`config.mk`:
```
export PLATFORM = sky130hd
export DESIGN_NAME = fetch_sequencer
export DESIGN_NICKNAME = d
export VERILOG_FILES = /design/src/rtl/fetch_sequencer.sv
export SDC_FILE = /design/constraint.sdc
export NUM_CORES = 1
export LEC_CHECK = 0
export CORE_ASPECT_RATIO = 1.1
export CORE_MARGIN = 1
export CORE_UTILIZATION = 46
export CTS_CLUSTER_DIAMETER = 200
export DETAILED_ROUTE_END_ITERATION = 7
export PLACE_DENSITY_LB_ADDON = 0.12
export SKIP_LAST_GASP = 1
export SLEW_MARGIN = 20
export SYNTH_ARGS = -nofsm -noshare
export SYNTH_HDL_FRONTEND = slang
export SYNTH_SLANG_ARGS = --single-unit
```
`constraint.sdc`:
```
create_clock -name clk -period 3.58 [get_ports clk]
set_input_delay 0.537 -clock clk [delete_from_list [all_inputs] [get_ports clk]]
set_output_delay 0.537 -clock clk [all_outputs]
set_load 0.02 [all_outputs]
```
`src/rtl/fetch_sequencer.sv`:
```
// Instruction fetch/sequencing stage: owns the PC, reads IMemory, hands one word at a
// time to Decode via run/ok, follows branch targets, and stops on a halt word or watchdog.
module fetch_sequencer #(
  parameter logic [18:0] RESET_PC  = 19'h0,
  parameter logic [31:0] HALT_WORD = 32'hFFFF_FFFF,
  parameter int          TIMEOUT   = 64
) (
  input  logic        clk,
  input  logic        rst,
  input  logic        enable,
  output logic [16:0] IMemory_raddr,
  input  logic [31:0] IMemory_rdata,
  output logic [31:0] instr,
  output logic [18:0] PC,
  output logic        run,
  input  logic        ok,
  input  logic [31:0] PC_wdata,
  input  logic        PC_wren,
  output logic        halted,
  output logic        timeout_err,
  output logic [31:0] instr_count
);

  localparam int WDOG_W = (TIMEOUT > 1) ? $clog2(TIMEOUT) : 1;
  localparam logic [WDOG_W-1:0] WDOG_LAST = WDOG_W'(TIMEOUT - 1);

  typedef enum logic [2:0] {
    S_IDLE, S_FETCH, S_WAIT, S_EXEC, S_NEXT, S_HALT
  } state_t;

  state_t            state_q, state_d;
  logic [18:0]       pc_q, pc_d;
  logic [31:0]       instr_q, instr_d;
  logic              halted_q, halted_d;
  logic              timeout_err_q, timeout_err_d;
  logic [31:0]       count_q, count_d;
  logic              br_pend_q, br_pend_d;
  logic [16:0]       br_tgt_q, br_tgt_d;
  logic [WDOG_W-1:0] wdog_q, wdog_d;

  // Target bits outside [18:2] are architecturally ignored.
  logic unused_wdata_bits;
  assign unused_wdata_bits = ^{PC_wdata[31:19], PC_wdata[1:0]};

  assign IMemory_raddr = pc_q[18:2];
  assign instr         = instr_q;
  assign PC            = pc_q;
  assign run           = (state_q == S_EXEC);
  assign halted        = halted_q;
  assign timeout_err   = timeout_err_q;
  assign instr_count   = count_q;

  always_comb begin
    state_d       = state_q;
    pc_d          = pc_q;
    instr_d       = instr_q;
    halted_d      = halted_q;
    timeout_err_d = timeout_err_q;
    count_d       = count_q;
    br_pend_d     = br_pend_q;
    br_tgt_d      = br_tgt_q;
    wdog_d        = wdog_q;
    case (state_q)
      S_IDLE: begin
        if (enable) state_d = S_FETCH;
      end
      S_FETCH: begin
        state_d = S_WAIT;
      end
      S_WAIT: begin
        instr_d = IMemory_rdata;
        if (IMemory_rdata == HALT_WORD) begin
          state_d  = S_HALT;
          halted_d = 1'b1;
        end else begin
          state_d   = S_EXEC;
          br_pend_d = 1'b0;
          wdog_d    = '0;
        end
      end
      S_EXEC: begin
        wdog_d = wdog_q + 1'b1;
        // Captured on the same edge as ok, so NEXT sees a same-cycle target too.
        if (PC_wren) begin
          br_pend_d = 1'b1;
          br_tgt_d  = PC_wdata[18:2];
        end
        if (ok) begin
          state_d = S_NEXT;
        end else if (wdog_q == WDOG_LAST) begin
          state_d       = S_HALT;
          halted_d      = 1'b1;
          timeout_err_d = 1'b1;
        end
      end
      S_NEXT: begin
        pc_d    = br_pend_q ? {br_tgt_q, 2'b00} : pc_q + 19'd4;
        count_d = count_q + 32'd1;
        state_d = enable ? S_FETCH : S_IDLE;
      end
      S_HALT: begin
        state_d = S_HALT;
      end
      default: begin
        state_d = S_IDLE;
      end
    endcase
  end

  always_ff @(posedge clk or posedge rst) begin
    if (rst) begin
      state_q       <= S_IDLE;
      pc_q          <= RESET_PC;
      instr_q       <= '0;
      halted_q      <= 1'b0;
      timeout_err_q <= 1'b0;
      count_q       <= '0;
      br_pend_q     <= 1'b0;
      wdog_q        <= '0;
    end else begin
      state_q       <= state_d;
      pc_q          <= pc_d;
      instr_q       <= instr_d;
      halted_q      <= halted_d;
      timeout_err_q <= timeout_err_d;
      count_q       <= count_d;
      br_pend_q     <= br_pend_d;
      wdog_q        <= wdog_d;
    end
  end

  // Branch target is only consumed when br_pend_q is set, so it needs no reset.
  always_ff @(posedge clk) begin
    br_tgt_q <= br_tgt_d;
  end

endmodule

```
==> results.yml, run 1 <==
power:
  seq_power_share_pct: 39.0
  p_switching_w: 0.00187
  ir_worst_vdd_mv: 0.436
  p_int_w: 0.00323
  power_switching_share_pct: 36.7
  pwr-share-comb_pct: 43.7
  pwr-share-clk_pct: 17.3
  power_leakage_nw: 2.72
  powerDensity_nw_per_um2: 749
clock_tree:
  numCtsBuffers: 9
  cts_tree: "built"
  cts-root-buf: "clkbuf_16"
  ctsHoldBuffers: 0
  htreeDepth: 3
  cts_resized: 0
  clk_pin_slew_ns: 0.06
  insertion_delay_ns: 0.34
  clock_sinks: 110
  clock_tree.buffer_depth: 2
  postCtsSetupBuffers: 0
sta:
  fin_setup_tns_ns: 0
  finalHoldViolations: 0
  slew_headroom_pct: 45.5
  rsz0062_at_grt: "no"
  worst_hold_slack_ns: 0.466
  period_needed_ns: 2.60
  worst_pin_slew_ns: 0.817
  finalCritPeriodShare_pct: 72.6
  maxSlewViolCount: 0
  clock.fmax_ghz: 0.384
  skew_ns: 0.00692
  setup_viol: 0
floorplanning:
  die_x_um: 101
  coreArea_um2: 10500
  fp.dieH_um: 111
  io_pins: 172
  start_util_pct: 47.7
  dieArea_um2: 11300
  rows: 39
cells_and_area:
  final_common_cell: "clkdlybuf4s50_1"
  mostFrequentLayoutCells: "154 x clkdlybuf4s50_1, 93 x dfrtp_1, 36 x nand2_1"
  fin_nets: 647
  area_growth_pct: 36.2
  drive_gt1_share_pct: 10.3
  fill_cells: 839
  antenna_cells: 0
  utilization_pct: 65.0
synthesis:
  ys_ff_latch: 110
  ys.warnings.count: 0
  synthArstFlopShare_pct: 84.5
  synth.avg_cell_area_um2: 11.4
  ys_seq_area_share_pct: 56.7
  ys.flop_type: "dfrtp_1"
  syn_inst: 439
  synth_area_um2: 5010
  synth-edff-count: 17
  yosysUniqueCellTypes: 49
setup_path:
  r2r-end: "instr_count[22]"
  crit_arrival_ns: 2.06
  rrSetupSlack_ns: 1.43
  critPathRequiredTime_ns: 3.04
  rr_startpoint: "state_q[0]"
  reg2regPathDepth: 5
  worstSetupEndpointType: "output port"
  critPathKind: "reg -> out"
  critical_path_peak_fanout: 11
  crit_path_start_kind: "register"
global_routing:
  first_global_vias: 3828
  track_usage_pct: 20.8
  globalRouteOverflowTotal: 0
  antenna_found_initial: 0
  grt_max_degree: 41
  grt_pass1_wl_um: 18400
placement:
  hpwl_um: 8080
  gp_congestion: 0.826
  port_buffers: 154
drt:
  vias: 3848
  drc: 0
  ant_nets: 0
  finalWirelength_um: 11200
  initialDrtViolationCount: 184
  avgViaCountPerCell: 5.32
  first_pass_iters: 4
  wl_per_cell_um: 15.5
min_path:
  hold_end: "halted"
  hold_class: "reg -> reg"
  worstHoldStart: "halted"
  holdPathStages: 1
status:
  status: "finished clean"
flow_run:
  cap_violations: 0
## sequential cells by signal, summed over array words and instances, names as in the netlist
name,cells
state_q,3
halted,1
wdog_q,6
timeout_err,1
br_pend_q,1
br_tgt_q,17
instr,32
PC,17
instr_count,32
## cells in the mapped netlist, drive strengths merged (2+ instances only)
library cell / instances / area share (%)
a21oi: 18 / 1.8
a22oi: 3 / 0.45
a2bb2oi: 3 / 0.52
a31oi: 4 / 0.50
a32oi: 2 / 0.35
and3: 10 / 1.2
and4: 3 / 0.52
buf: 27 / 3.7
clkbuf: 10 / 0.75
dfrtp: 93 / 46
edfxtp: 17 / 10
ha: 3 / 0.75
inv: 10 / 0.75
mux2: 32 / 7.2
mux2i: 3 / 0.60
nand2: 36 / 2.7
nand2b: 3 / 0.37
nand3: 31 / 3.4
nand4: 18 / 2.2
nor2: 19 / 1.4
nor3: 9 / 1.0
nor3b: 3 / 0.55
nor4: 9 / 1.8
o21ai: 26 / 2.6
o2bb2ai: 2 / 0.35
xnor2: 25 / 4.4
xor2: 6 / 1.0
## routing by layer
layer  track usage, %  vias up  wire (µm)
li1                 -     1823          -
met1             26.2     1889       4720
met2             33.2      130       5450
met4             7.83        0         89
met3             6.65        6        959
met5                0        -          0
## power groups by stage
stage / Clock [W] / Combinational, W / Sequential (W)
after floorplan: 0 / 0.00107 / 0.00227
after global placement: 0 / 0.00220 / 0.00199
after detailed placement: 0 / 0.00224 / 0.00201
after CTS: 0.000912 / 0.00225 / 0.00199
after global routing: 0.000954 / 0.00240 / 0.00205
final: 0.000881 / 0.00223 / 0.00199
## metrics by stage
step	setup slack, ns	cell area (µm²)	std cells	power [W]
after global routing	0.874	6820	723	0.00541
after detailed placement	1.30	6570	707	0.00426
final	0.979	6820	723	0.00511
after global placement	1.36	6570	707	0.00419
after CTS	0.966	6820	723	0.00516
after floorplan	0.623	5010	440	0.00333
## cell families (layout without fill, tap and decap cells)
family          after synthesis  count (layout)  synth area share, %
other cells                   1               2               0.0749
simple gates                147             147                 16.3
mux                          35              35                 7.80
xor+xnor                     31              31                 5.42
buf+inv                      47             187                 5.17
compound gates               65              65                 7.80
fa+ha+maj                     3               3                0.750
flops                       110             110                 56.7
## how the worst max path moves through the flow
stage / startpoint / endpoint / slack, ns / cells past startpoint
3_5_place_dp: IMemory_rdata[11] / wdog_q[4] / 1.30 / 6
6_report: state_q[1] / run / 0.98 / 4
2_1_floorplan: rst / PC[10] / 0.62 / 1
3_3_place_gp: state_q[1] / run / 1.36 / 4
5_1_grt: state_q[1] / run / 0.87 / 4
4_1_cts: state_q[1] / run / 0.97 / 4
## critical path, cell delays in order, from the launching register on
cell and delay [ns]:
dfrtp_1 0.52, nor2b_1 0.18, buf_4 0.17, and2_1 0.22, clkdlybuf4s50_1 0.64
## cell type report
class	count	area [µm²]	area share, %
Sequential cell	110	2840	41.6
Multi-Input combinational cell	283	1920	28.1
Timing Repair Buffer	161	1590	23.4
Clock buffer	12	236	3.47
Tap cell	143	179	2.62
Inverter	10	38.8	0.569
Clock inverter	4	16.3	0.239
Note: power is estimated with default switching activity, not from simulation.
==> run 2: changes to the inputs <==
==> constraint.sdc (replaced) <==
create_clock -name clk -period 2.5 [get_ports clk]
set_input_delay 0.375 -clock clk [delete_from_list [all_inputs] [get_ports clk]]
set_output_delay 0.375 -clock clk [all_outputs]
set_load 0.02 [all_outputs]
==> run 2 against run 1 <==
Critical path depth is 1 lower. Sequential cell count stayed put. Worst hold slack better by 0.0029 ns. Largest power group unchanged.
==> results.yml, run 2 (synthesis gave the netlist of run 1 again) <==
sta:
  maxSlewViolCount: 0
  finalHoldViolations: 0
  worst_pin_slew_ns: 0.744
  finalCritPeriodShare_pct: 92.0
  period_needed_ns: 2.30
  setup_viol: 0
  slew_headroom_pct: 50.4
  skew_ns: 0.00610
  rsz0062_at_grt: "no"
  fin_setup_tns_ns: 0
  clock.fmax_ghz: 0.435
setup_path:
  critPathKind: "reg -> out"
  critPathRequiredTime_ns: 2.12
  reg2regPathDepth: 6
  cp_cell_sequence: "nor2b_1 -> and2_1 -> clkdlybuf4s50_1"
  critical_path_peak_fanout: 11
  cpPeakStageDelay_ns: 0.64
  crit_slowest_cell: "clkdlybuf4s50_1"
  crit_arrival_ns: 1.93
  crit_path_start_kind: "register"
  worstSetupEndpointType: "output port"
placement:
  gp_congestion: 0.766
  hpwl_um: 8000
  port_buffers: 154
  dpl_cell_area_um2: 6600
power:
  pwr-share-clk_pct: 19.6
  power_switching_share_pct: 36.1
  pwr-share-comb_pct: 42.5
  ir_worst_vdd_mv: 0.815
  powerDensity_nw_per_um2: 1090
  p_switching_w: 0.00272
  p_int_w: 0.00482
  power_leakage_nw: 2.77
  seq_power_share_pct: 37.9
cells_and_area:
  mostFrequentLayoutCells: "154 x clkdlybuf4s50_1, 93 x dfrtp_1, 36 x nand2_1"
  fill_cells: 822
  regArea_um2: 2840
  fin_nets: 650
  utilization_pct: 65.9
  antenna_cells: 0
  area_growth_pct: 38.1
  drive_gt1_share_pct: 11.8
  final_common_cell: "clkdlybuf4s50_1"
  design_area_um2: 6910
  multi_input_area_um2: 1920
min_path:
  hold_class: "reg -> reg"
  holdPathStages: 1
global_routing:
  globalRouteOverflowTotal: 0
  grt_pass1_wl_um: 18700
  track_usage_pct: 21.2
  antenna_found_initial: 0
  first_global_vias: 3856
  grt_max_degree: 94
clock_tree:
  postCtsSetupBuffers: 0
  htreeDepth: 3
  clock_sinks: 110
  clk_pin_slew_ns: 0.07
  cts_resized: 0
  clock_tree.buffer_depth: 2
  numCtsBuffers: 9
  cts_tree: "built"
  cts-root-buf: "clkbuf_16"
  ctsHoldBuffers: 0
  insertion_delay_ns: 0.34
floorplanning:
  fp.dieH_um: 111
  die_x_um: 101
  dieArea_um2: 11300
  start_util_pct: 47.7
  rows: 39
  coreArea_um2: 10500
  io_pins: 172
drt:
  initialDrtViolationCount: 148
  first_pass_iters: 5
  ant_nets: 0
  vias: 3905
  wl_per_cell_um: 15.4
  avgViaCountPerCell: 5.38
  drc: 0
  finalWirelength_um: 11200
flow_run:
  cap_violations: 0
status:
  status: "finished clean"
## run 2: worst max-delay path: cells and delay by family (launching register included)
kind / cells / cell delay [ns]
simple gates: 2 / 0.42
buf+inv: 1 / 0.64
flops: 1 / 0.52
## run 2: final cells by class
cell class                 count  area share [%]
clock buffer                  11            3.66
sequential                   110            41.1
clock inverter                 5           0.815
multi-input combinational    283            27.7
tap                          143            2.59
timing repair buffer         164            23.6
inverter                      10           0.597
## run 2: layer usage
| layer | track usage (%) | part of all wire (%) | vias up |
|---|---|---|---|
| li1 | - | - | 1845 |
| met3 | 6.78 | 9.1 | 10 |
| met5 | 0 | 0 | - |
| met1 | 26.6 | 41 | 1905 |
| met2 | 34.2 | 48 | 145 |
| met4 | 7.54 | 1.2 | 0 |
## run 2: power by group through the flow
| stage | logic (W) | registers (W) | clock network (W) |
|---|---|---|---|
| detailed placement | 0.00322 | 0.00289 | 0 |
| floorplan | 0.00153 | 0.00325 | 0 |
| finish | 0.00320 | 0.00286 | 0.00148 |
| global placement | 0.00316 | 0.00286 | 0 |
| global route | 0.00347 | 0.00296 | 0.00158 |
| CTS | 0.00324 | 0.00286 | 0.00150 |
## run 2: path summary, 6_finish.rpt
path | endpoint | slack (ns) | from
min in group asynchronous | instr[21] | 0.50 | rst
hold / removal | instr_count[31] | 0.47 | instr_count[31]
setup / recovery | run | 0.20 | state_q[1]
hold reg to reg | instr_count[31] | 0.47 | instr_count[31]
max in group asynchronous | PC[16] | 1.60 | rst
setup reg to reg | PC[18] | 0.44 | PC[2]
## run 2: per-stage QoR
stage                     worst slack (ns)  power, W  hold slack (ns)  cells
final                                0.200   0.00754            0.469    726
after global routing                0.0912   0.00800            0.503    726
after CTS                            0.171   0.00761            0.476    726
after detailed placement             0.408   0.00612            0.462    710
after global placement               0.452   0.00602            0.452    710
after floorplan                      0.578   0.00477            0.453    440
